[config.mk]
export PLATFORM = sky130hd
export DESIGN_NAME = sine_amplitude_sequencer_flat
export DESIGN_NICKNAME = d
export VERILOG_FILES = /design/src/rtl/sine_amplitude_sequencer_if.sv /design/src/rtl/sine_amplitude_sequencer.sv /design/src/flat_wrapper.sv
export SDC_FILE = /design/constraint.sdc
export NUM_CORES = 1
export LEC_CHECK = 0
export CAP_MARGIN = 15
export CORE_MARGIN = 2
export CORE_UTILIZATION = 41
export CTS_BUF_LIST = sky130_fd_sc_hd__clkbuf_8
export DETAILED_ROUTE_END_ITERATION = 10
export PLACE_DENSITY_LB_ADDON = 0.3
export SETUP_SLACK_MARGIN = 0.5
export SYNTH_ARGS = -nofsm -noshare
export SYNTH_HDL_FRONTEND = slang
export SYNTH_SLANG_ARGS = --single-unit
[constraint.sdc]
create_clock -name sysclk -period 7.35 [get_ports sysclk]
set_clock_uncertainty 0.2 [all_clocks]
set_input_delay 1.47 -clock sysclk [delete_from_list [all_inputs] [get_ports sysclk]]
set_output_delay 1.47 -clock sysclk [all_outputs]
set_load 0.01 [all_outputs]
[src/rtl/sine_amplitude_sequencer_if.sv]
// Control/status bundle between the user control logic (master) and the
// amplitude sequencer (slave) that feeds the sine generator.
interface sine_amplitude_sequencer_if #(
    parameter int HOLD_W = 16
);
    logic              start;
    logic              stop;
    logic [5:0]        Target_Scale;
    logic [HOLD_W-1:0] Hold_Steps;
    logic [5:0]        Scale;
    logic              Enable_SW_0;
    logic              busy;
    logic              done;

    modport master (
        output start, stop, Target_Scale, Hold_Steps,
        input  Scale, Enable_SW_0, busy, done
    );

    modport slave (
        input  start, stop, Target_Scale, Hold_Steps,
        output Scale, Enable_SW_0, busy, done
    );
endinterface

[src/rtl/sine_amplitude_sequencer.sv]
// Envelope controller for the sine generator: ramps Scale 0 -> target one LSB
// per tick, holds at the peak, then ramps back to 0 and pulses done.
module sine_amplitude_sequencer #(
    parameter int STEP_CYCLES = 50000,
    parameter int HOLD_W      = 16
) (
    input  logic                        sysclk,
    input  logic                        rst_n,
    sine_amplitude_sequencer_if.slave   bus
);

    localparam int CNT_W = (STEP_CYCLES > 2) ? $clog2(STEP_CYCLES) : 1;
    localparam logic [CNT_W-1:0] TICK_LAST = CNT_W'(STEP_CYCLES - 1);

    typedef enum logic [1:0] {
        IDLE,
        RAMP_UP,
        HOLD,
        RAMP_DOWN
    } state_t;

    state_t            state, state_next;
    logic [CNT_W-1:0]  tick_count, tick_count_next;
    logic [HOLD_W-1:0] hold_count, hold_count_next;
    logic [HOLD_W-1:0] hold_lat, hold_lat_next;
    logic [5:0]        target_lat, target_lat_next;
    logic [5:0]        scale, scale_next;
    logic              enable, enable_next;
    logic              busy_q, busy_next;
    logic              done_q, done_next;
    logic              tick;

    assign tick = (tick_count == TICK_LAST);

    // The tick counter is free-running for the whole envelope so that a stop
    // keeps the step cadence; it is parked at 0 in IDLE, which also clears it
    // on an accepted start.
    always_comb begin
        state_next      = state;
        tick_count_next = tick_count;
        hold_count_next = hold_count;
        hold_lat_next   = hold_lat;
        target_lat_next = target_lat;
        scale_next      = scale;
        done_next       = 1'b0;

        if (state == IDLE || tick) begin
            tick_count_next = '0;
        end else begin
            tick_count_next = tick_count + CNT_W'(1);
        end

        case (state)
            IDLE: begin
                if (bus.start && bus.Target_Scale != 6'd0) begin
                    state_next      = RAMP_UP;
                    target_lat_next = bus.Target_Scale;
                    hold_lat_next   = bus.Hold_Steps;
                end
            end
            RAMP_UP: begin
                if (tick) begin
                    scale_next = scale + 6'd1;
                end
                if (bus.stop) begin
                    state_next = RAMP_DOWN;
                end else if (tick && (scale + 6'd1) == target_lat) begin
                    state_next      = HOLD;
                    hold_count_next = hold_lat;
                end
            end
            HOLD: begin
                // A latched hold of 0 means stay at the peak until stop.
                if (bus.stop) begin
                    state_next = RAMP_DOWN;
                end else if (hold_lat != '0 && tick) begin
                    hold_count_next = hold_count - HOLD_W'(1);
                    if (hold_count == HOLD_W'(1)) begin
                        state_next = RAMP_DOWN;
                    end
                end
            end
            RAMP_DOWN: begin
                if (scale == 6'd0) begin
                    state_next = IDLE;
                    done_next  = 1'b1;
                end else if (tick) begin
                    scale_next = scale - 6'd1;
                    if (scale == 6'd1) begin
                        state_next = IDLE;
                        done_next  = 1'b1;
                    end
                end
            end
            default: begin
                state_next = IDLE;
                scale_next = 6'd0;
            end
        endcase

        busy_next   = (state_next != IDLE);
        enable_next = (state_next != IDLE);
    end

    always_ff @(posedge sysclk or negedge rst_n) begin
        if (!rst_n) begin
            state      <= IDLE;
            tick_count <= '0;
            hold_count <= '0;
            hold_lat   <= '0;
            target_lat <= 6'd0;
            scale      <= 6'd0;
            enable     <= 1'b0;
            busy_q     <= 1'b0;
            done_q     <= 1'b0;
        end else begin
            state      <= state_next;
            tick_count <= tick_count_next;
            hold_count <= hold_count_next;
            hold_lat   <= hold_lat_next;
            target_lat <= target_lat_next;
            scale      <= scale_next;
            enable     <= enable_next;
            busy_q     <= busy_next;
            done_q     <= done_next;
        end
    end

    assign bus.Scale       = scale;
    assign bus.Enable_SW_0 = enable;
    assign bus.busy        = busy_q;
    assign bus.done        = done_q;

endmodule

[src/flat_wrapper.sv]
// flat-port wrapper written by rule: the top's interface ports become plain ports
module sine_amplitude_sequencer_flat 
#(
    parameter int STEP_CYCLES = 50000,
    parameter int HOLD_W      = 16
)
  (sysclk, rst_n, bus_start, bus_stop, bus_Target_Scale, bus_Hold_Steps, bus_Scale, bus_Enable_SW_0, bus_busy, bus_done);
  sine_amplitude_sequencer_if #(.HOLD_W(HOLD_W)) bus_i ();
  input  logic sysclk;
  input  logic rst_n;
  input wire logic [$bits(bus_i.start)-1:0] bus_start;
  input wire logic [$bits(bus_i.stop)-1:0] bus_stop;
  input wire logic [$bits(bus_i.Target_Scale)-1:0] bus_Target_Scale;
  input wire logic [$bits(bus_i.Hold_Steps)-1:0] bus_Hold_Steps;
  output wire logic [$bits(bus_i.Scale)-1:0] bus_Scale;
  output wire logic [$bits(bus_i.Enable_SW_0)-1:0] bus_Enable_SW_0;
  output wire logic [$bits(bus_i.busy)-1:0] bus_busy;
  output wire logic [$bits(bus_i.done)-1:0] bus_done;
  assign bus_i.start = bus_start;
  assign bus_i.stop = bus_stop;
  assign bus_i.Target_Scale = bus_Target_Scale;
  assign bus_i.Hold_Steps = bus_Hold_Steps;
  assign bus_Scale = bus_i.Scale;
  assign bus_Enable_SW_0 = bus_i.Enable_SW_0;
  assign bus_busy = bus_i.busy;
  assign bus_done = bus_i.done;
  sine_amplitude_sequencer #(.STEP_CYCLES(STEP_CYCLES), .HOLD_W(HOLD_W)) u_core (.sysclk(sysclk), .rst_n(rst_n), .bus(bus_i));
endmodule
Yosys cells after proc, flatten, opt, wreduce, memory -nomap -nowiden
Index checks and enable logic that the tools add are counted.

word-level totals
  flip-flop bits (word level) = 64
  bits of input ports = 26
  output and inout bits = 9

cells by class
  add/sub/neg operators = 4
  equal/unequal tests = 14
  mux-type cells = 24
  reduce and logical (&&, ||, !) cells = 14

operators with widths
  kind                                                                  number
  16-bit two-way mux                                                    5
  16-bit one-hot mux with 2 select lines                                1
  2-bit two-way mux                                                     9
  6-bit two-way mux                                                     3
  16-bit by 1-bit adder with 16-bit output, second input constant       1
  16-bit by 1-bit == test with 1-bit output, second input constant      1
  16-bit == test, second input constant                                 1
  16-bit nonzero test                                                   1
  16-bit by 1-bit subtractor with 16-bit output, second input constant  1
  6-bit one-hot mux with 2 select lines                                 1
  2-bit by 1-bit != test with 1-bit output, second input constant       4
  2-bit one-hot mux with 4 select lines                                 1
  6-bit by 1-bit adder with 6-bit output, second input constant         1
  6-bit by 1-bit == test with 1-bit output, second input constant       1
  6-bit == test                                                         1
  6-bit logical NOT                                                     1
  2-bit != test, second input constant                                  3
  2-bit nonzero test                                                    3
  6-bit nonzero test                                                    1
  6-bit by 1-bit subtractor with 6-bit output, second input constant    1
  5-bit AND reduction                                                   1
  2-bit == test, second input constant                                  2
  1-bit two-way mux                                                     4
  4-bit AND reduction                                                   1
  5 further kinds                                                       7

Logic depth before layout (Yosys ltp)
Gate-level depths: netlist of run 1.

  depth in word-level cells = 7
  gate-level depth with buffers = 8
  depth with buffers taken out = 7

Worst setup path after synthesis of run 1
No wires, ideal clock.

  path type = input-to-reg
  start = input port bus_Target_Scale[1]
  end = register u_core.hold_lat[10]
  library setup time = 125 ps
  data arrival time = 3068 ps
  path slack = 3957 ps
  stages on the path = 5
  buffers on the path = 1
  cells stage by stage = or4_1 -> o31a_1 -> nand2_1 -> buf_1 -> mux2_2

on the way
  word-level cells in the longest chain between the ends = 3

ends and longest elaborated chain
  item                           RTL line                         RTL
  start: declaration             flat_wrapper.sv:13               input wire logic [$bits(bus_i.Target_Scale)-1:0] bus_Target_Scale;
  6-bit nonzero test             sine_amplitude_sequencer.sv:55   if (bus.start && bus.Target_Scale != 6'd0) begin
  1-bit logical AND              sine_amplitude_sequencer.sv:55
  2-bit AND reduction (no line)  --
  end signal: assignment         sine_amplitude_sequencer.sv:120  hold_lat <= hold_lat_next;
  end: declaration               sine_amplitude_sequencer.sv:25   logic [HOLD_W-1:0] hold_lat, hold_lat_next;

Every way passes these cells.
A chain may end at the register's enable or synchronous reset.

Worst setup path in the final report of run 1
  start = input port bus_Target_Scale[1]
  end = register u_core.hold_lat[4]

The elaborated chain is that of the path after synthesis.

==> results of run 1 <==
-- power by group through the flow --
stage	sequential, mW	clock [mW]	combinational (mW)
after floorplan	0.491	0	0.296
after global placement	0.527	0	0.354
after detailed placement	0.529	0	0.363
after CTS	0.522	0.297	0.364
after global routing	0.535	0.315	0.401
final	0.524	0.292	0.362
-- synth_stat cells (3+ instances only) --
cell type / count
o21ai_0: 10
buf_1: 3
ha_1: 7
nor3_1: 10
o31ai_1: 3
or3_1: 6
a21oi_1: 18
nand2_1: 22
mux2i_1: 3
nor2_1: 42
xnor2_1: 15
dfrtp_1: 64
and4_1: 3
o21ai_1: 16
nor4_1: 12
clkbuf_1: 7
mux2_2: 22
nand2b_1: 4
o41ai_1: 5
nand3_1: 15
or4_1: 3
buf_2: 3
nand4_1: 5
and3_1: 5
inv_1: 8
a22oi_1: 3
xor2_1: 9
a31oi_1: 3
-- path summary, 6_finish.rpt --
check                                               start                          endpoint
setup / recovery                      bus_Target_Scale[1]    u_core.hold_lat[4]$_DFFE_PN0P_
setup reg to reg                u_core.state[0]$_DFF_PN0_  u_core.hold_count[7]$_DFFE_PN0P_
min in group asynchronous                           rst_n    u_core.tick_count[6]$_DFF_PN0_
hold reg to reg            u_core.tick_count[0]$_DFF_PN0_    u_core.tick_count[0]$_DFF_PN0_
hold / removal             u_core.tick_count[0]$_DFF_PN0_    u_core.tick_count[0]$_DFF_PN0_
max in group asynchronous                           rst_n  u_core.hold_count[4]$_DFFE_PN0P_
-- cell families (layout without fill, tap and decap cells) --
kind of cell | Yosys count | count (layout) | synth area share (%)
and+or+nand+nor | 142 | 142 | 21.3
AOI/OAI and AO/OA | 73 | 73 | 14.0
DFF | 64 | 64 | 45.3
muxes | 25 | 25 | 7.86
buffers and inverters | 25 | 60 | 3.08
xor gates and xnor gates | 24 | 24 | 5.95
adders and majority gates | 7 | 7 | 2.48
-- per-stage QoR --
step | std cells | setup slack (ns) | utilization (%)
3_3_place_gp | 485 | 3.21 | 47.4
6_report | 500 | 3.56 | 49.7
5_1_grt | 500 | 3.41 | 49.7
4_1_cts | 500 | 3.50 | 49.7
2_1_floorplan | 360 | 3.96 | -
3_5_place_dp | 485 | 3.16 | 47.4
-- routing by layer --
metal / GRT usage [%] / up-vias / share of wire (%)
li1: - / 1378 / -
met1: 23.8 / 1392 / 48
met2: 26.7 / 74 / 45
met3: 3.68 / 18 / 3.9
met4: 7.37 / 0 / 2.2
met5: 0 / - / 0
-- cell type report --
type | instances | area, um^2
fill | 780 | 4180
clock buffer | 10 | 138
inverter | 10 | 37.5
sequential | 64 | 1600
tap | 105 | 131
timing repair buffer | 35 | 343
multi-input combinational | 271 | 1820
clock inverter | 5 | 50.0
-- flip-flops by register name, indices dropped and copies added (netlist names) --
name / flops
u_core.hold_lat: 16
u_core.bus.Scale: 6
u_core.target_lat: 6
u_core.bus.done: 1
u_core.bus.Enable_SW_0: 1
u_core.state: 2
u_core.hold_count: 16
u_core.tick_count: 16
==> results.cfg, run 1 <==
[status]
status = completed

[synthesis]
yosysWarningCount = 0
ys_seq_elements = 64
synth_edf_count = 0
synth_top_area_share_pct = 45.3
syn-num-nets = 393
async_flop_share_pct = 100
synth_area_um2 = 3530
synth_top_area_cell = dfrtp_1
yosysSeqAreaShare_pct = 45.3
synthCells = 360
synth_area_leaders = dfrtp_1 (45%), mux2_2 (7.0%), nor2_1 (4.5%)
syn_area_per_cell_um2 = 9.81
yosysUniqueCellTypes = 56
ys.flop_type = dfrtp_1

[grt]
overflow = 0
grt_pass1_vias = 2726
grt_pass1_wl_mm = 13.3
grtUsageTotal_pct = 17.4
grt_max_degree = 65
grt_antenna_before_repair = 0

[cells_and_area]
layout_commonest_cell = dfrtp_1
fin_nets = 424
syn2layout_area_growth_pct = 16.7
final_cell_mix = dfrtp_1 (64), nor2_1 (42), clkdlybuf4s50_1 (33), nand2_1 (22), mux2_2 (22)
n_antenna_cell = 0
layout-drive-gt1-share_pct = 12.7
final_area_um2 = 4120

[critical_path]
worstSetupPathType = in2reg
max_stage_delay_ns = 0.69
path_max_fanout = 22
cp_data_required_time_ns = 7.38
cp_cell_sequence = clkdlybuf4s50_1 -> or4_1 -> o31a_1 -> nand2_1 -> mux2_2
path_delay_family = simple AND/OR/NAND/NOR gates
end_kind = flop
crit_buf_inv = 1
slowest_stage = nand2_1
crit_arrival_ns = 3.82
reg2reg_slack_ns = 4.44
rr_worst_depth = 6
crit_path_start_kind = input port
worst-path-stages = 5

[min_path]
hold-path-cell-count = 1
hold_path.class = reg2reg

[timing]
timing.fmax_ghz = 0.264
setup_viol = 0
slew_viol_final = 0
rsz0062_at_grt = false
tightest_slew_ns = 1.08
fin_crit_ns = 3.79
setup_tns_ns = 0
final.period_utilization_pct = 51.6
hold_viol = 0
relSlewSlack_pct = 27.4
whs_ns = 0.252

[floorplan]
row_count = 33
core_um2 = 8300
ios = 35
start_util_pct = 42.6
die_area_um2 = 9370
dieWidth_um = 96.8
die_h_um = 96.8

[clock_tree]
cts_tree = yes
path_clk_slew_ns = 0.07
hold_buffers = 0
cts_setup_buffers = 0
htree_num_levels = 3
clockBufferDepth = 2
cts_root_buf = clkbuf_8
clock_latency_ns = 0.35
numCtsBuffers = 9
cts_resized = 0
numClockSinks = 64

[drt]
wire_per_inst_um = 15.6
drc = 0
drt-total-wl_mm = 7.78
viasPerCell = 5.72
drtIter0Drc = 152
ant_nets = 0
drtPass1Iterations = 5
via_count = 2862

[power_and_ir_drop]
power.total_mw = 1.18
ir_worst_vdd_mv = 0.106
p_clk_share_pct = 24.8
leakage_nw = 1.68
p_int_mw = 0.765
power_switching_mw = 0.413
power.density_nw_per_um2 = 286
swShare_pct = 35.1
p_seq_share_pct = 44.5
pwr-share-comb_pct = 30.8

[placed_design]
hpwl_mm = 5.48
dpl_cell_area_um2 = 3940
place.port_buffers = 34
place_congestion = 0.855

[run]
maxCapViolCount = 0
Power figures use the tool's default switching activity.
==> run 2, diff against run 1 <==
==> constraint.sdc (replaced) <==
create_clock -name sysclk -period 3.15 [get_ports sysclk]
set_clock_uncertainty 0.2 [all_clocks]
set_input_delay 0.63 -clock sysclk [delete_from_list [all_inputs] [get_ports sysclk]]
set_output_delay 0.63 -clock sysclk [all_outputs]
set_load 0.01 [all_outputs]
==> results.cfg, run 2 (synthesized netlist as in run 1, its figures left out) <==
[drt]
drt-total-wl_mm = 8.00
ant_nets = 0
wire_per_inst_um = 15.7
drc = 0
viasPerCell = 5.79
drtIter0Drc = 252
drtPass1Iterations = 5
via_count = 2943

[cells_and_area]
syn2layout_area_growth_pct = 20.4
final_area_um2 = 4250
fin_nets = 432
layout-drive-gt1-share_pct = 17.1
final_cell_mix = dfrtp_1 (59), nor2_1 (42), clkdlybuf4s50_1 (33), nand2_1 (22), mux2_2 (22)
reg_top3 = u_core.hold_count: 16 flops, u_core.hold_lat: 16 flops, u_core.tick_count: 16 flops
layout.cells.non_filler = 508
n_antenna_cell = 0
layout_commonest_cell = dfrtp_1

[clock_tree]
path_clk_slew_ns = 0.08
numClockSinks = 64
cts_tree = yes
numCtsBuffers = 9
clockBufferDepth = 2
cts_root_buf = clkbuf_8
htree_num_levels = 3
clock_latency_ns = 0.34

[timing]
rsz0062_at_grt = true
slew_viol_final = 0
hold_viol = 0
final.period_utilization_pct = 80.9
whs_ns = 0.105
setup_tns_ns = 0
relSlewSlack_pct = 32.1
setup_viol = 0
tightest_slew_ns = 1.01
fin_crit_ns = 2.55
timing.fmax_ghz = 0.393

[critical_path]
rr_worst_depth = 6
reg2reg_slack_ns = 0.61
worst-path-stages = 6
slowest_stage = or4_1
cp_cell_sequence = clkdlybuf4s50_1 -> or4_1 -> o31a_1 -> nand2_1 -> buf_4 -> mux2_2
worstSetupPathType = in2reg
setup.worst_path.start = bus_Target_Scale[1]
crit_path_start_kind = input port
max_stage_delay_ns = 0.52
path_delay_family = buffers and inverters
worstSetupEndpoint = u_core.hold_lat[2]$_DFFE_PN0P_
crit_buf_inv = 2
r2r_end = u_core.bus.Enable_SW_0$_DFF_PN0_
end_kind = flop
cp_data_required_time_ns = 3.17
path_max_fanout = 14
r2r_start = u_core.hold_count[7]$_DFFE_PN0P_
crit_arrival_ns = 2.57

[grt]
grtUsageTotal_pct = 17.9
grt_max_degree = 38
grt_pass1_wl_mm = 13.8
grt_antenna_before_repair = 0
overflow = 0
grt_pass1_vias = 2904

[floorplan]
core_um2 = 8300
die_area_um2 = 9370
dieWidth_um = 96.8
start_util_pct = 42.6
die_h_um = 96.8
row_count = 33
ios = 35

[placed_design]
place.port_buffers = 34
place_congestion = 0.851
dp_cells = 489
dpl_cell_area_um2 = 3980
hpwl_mm = 5.64

[min_path]
hold_path.class = in2async

[power_and_ir_drop]
power.total_mw = 2.92
leakage_nw = 1.72
ir_worst_vdd_mv = 0.266
power.density_nw_per_um2 = 686

[run]
maxCapViolCount = 0

[status]
status = completed
## run 2: changes by cell type in the layout (fill, tap and decap cells not counted), sizes merged
cell    delta
clkinv     +1
bufinv     +1
buf        +8
inv        -2
## run 2: layout make-up
cell class,count,area [um^2]
Clock buffer,10,138
Clock inverter,5,81.3
Fill cell,759,4050
Inverter,10,37.5
Multi-Input combinational cell,271,1840
Sequential cell,64,1610
Tap cell,105,131
Timing Repair Buffer,43,415
## run 2: per-layer routing
metal  wire, um  global-route usage (%)  vias up
li1           -                       -     1392
met1       3710                    24.7     1437
met2       3710                    28.0      105
met3        459                    4.12        9
met4        117                    5.63        0
met5          0                       0        -
## run 2: through the flow
| stage | utilization [%] | setup WS [ns] |
|---|---|---|
| 2_1_floorplan | - | 0.597 |
| 3_5_place_dp | 47.9 | 0.251 |
| 4_1_cts | 50.9 | 0.503 |
| 5_1_grt | 51.2 | 0.494 |
| 6_report | 51.2 | 0.602 |
| 3_3_place_gp | 47.9 | 0.307 |
## run 2: worst min-delay path by stage
| stage | to |
|---|---|
| 2_1_floorplan | u_core.bus.Enable_SW_0$_DFF_PN0_ |
| 3_3_place_gp | u_core.tick_count[0]$_DFF_PN0_ |
| 3_5_place_dp | u_core.tick_count[0]$_DFF_PN0_ |
| 4_1_cts | u_core.tick_count[9]$_DFF_PN0_ |
| 5_1_grt | u_core.tick_count[8]$_DFF_PN0_ |
| 6_report | u_core.tick_count[9]$_DFF_PN0_ |
## run 2: power by group
group / switching [mW] / internal (mW)
logic: 0.476 / 0.423
registers: 0.209 / 1.02
clock network: 0.324 / 0.463
total: 1.01 / 1.91
## run 2: worst register-to-register path, stage by stage (launching register included)
cell and delay, ns:
dfrtp_1 0.44, or4_4 0.59, or3_4 0.38, or4_4 0.45
o21ai_1 0.19, a22oi_1 0.11, nand3b_1 0.12
## run 2: repair_timing
action                                  in CTS  in global routing
gates resized for setup                      4                  5
buffers inserted                             2                  2
endpoints found under the setup margin       9                 15
hold buffers                                 0                  0
hold endpoints to repair                     0                  0
pin swaps                                    2                  2
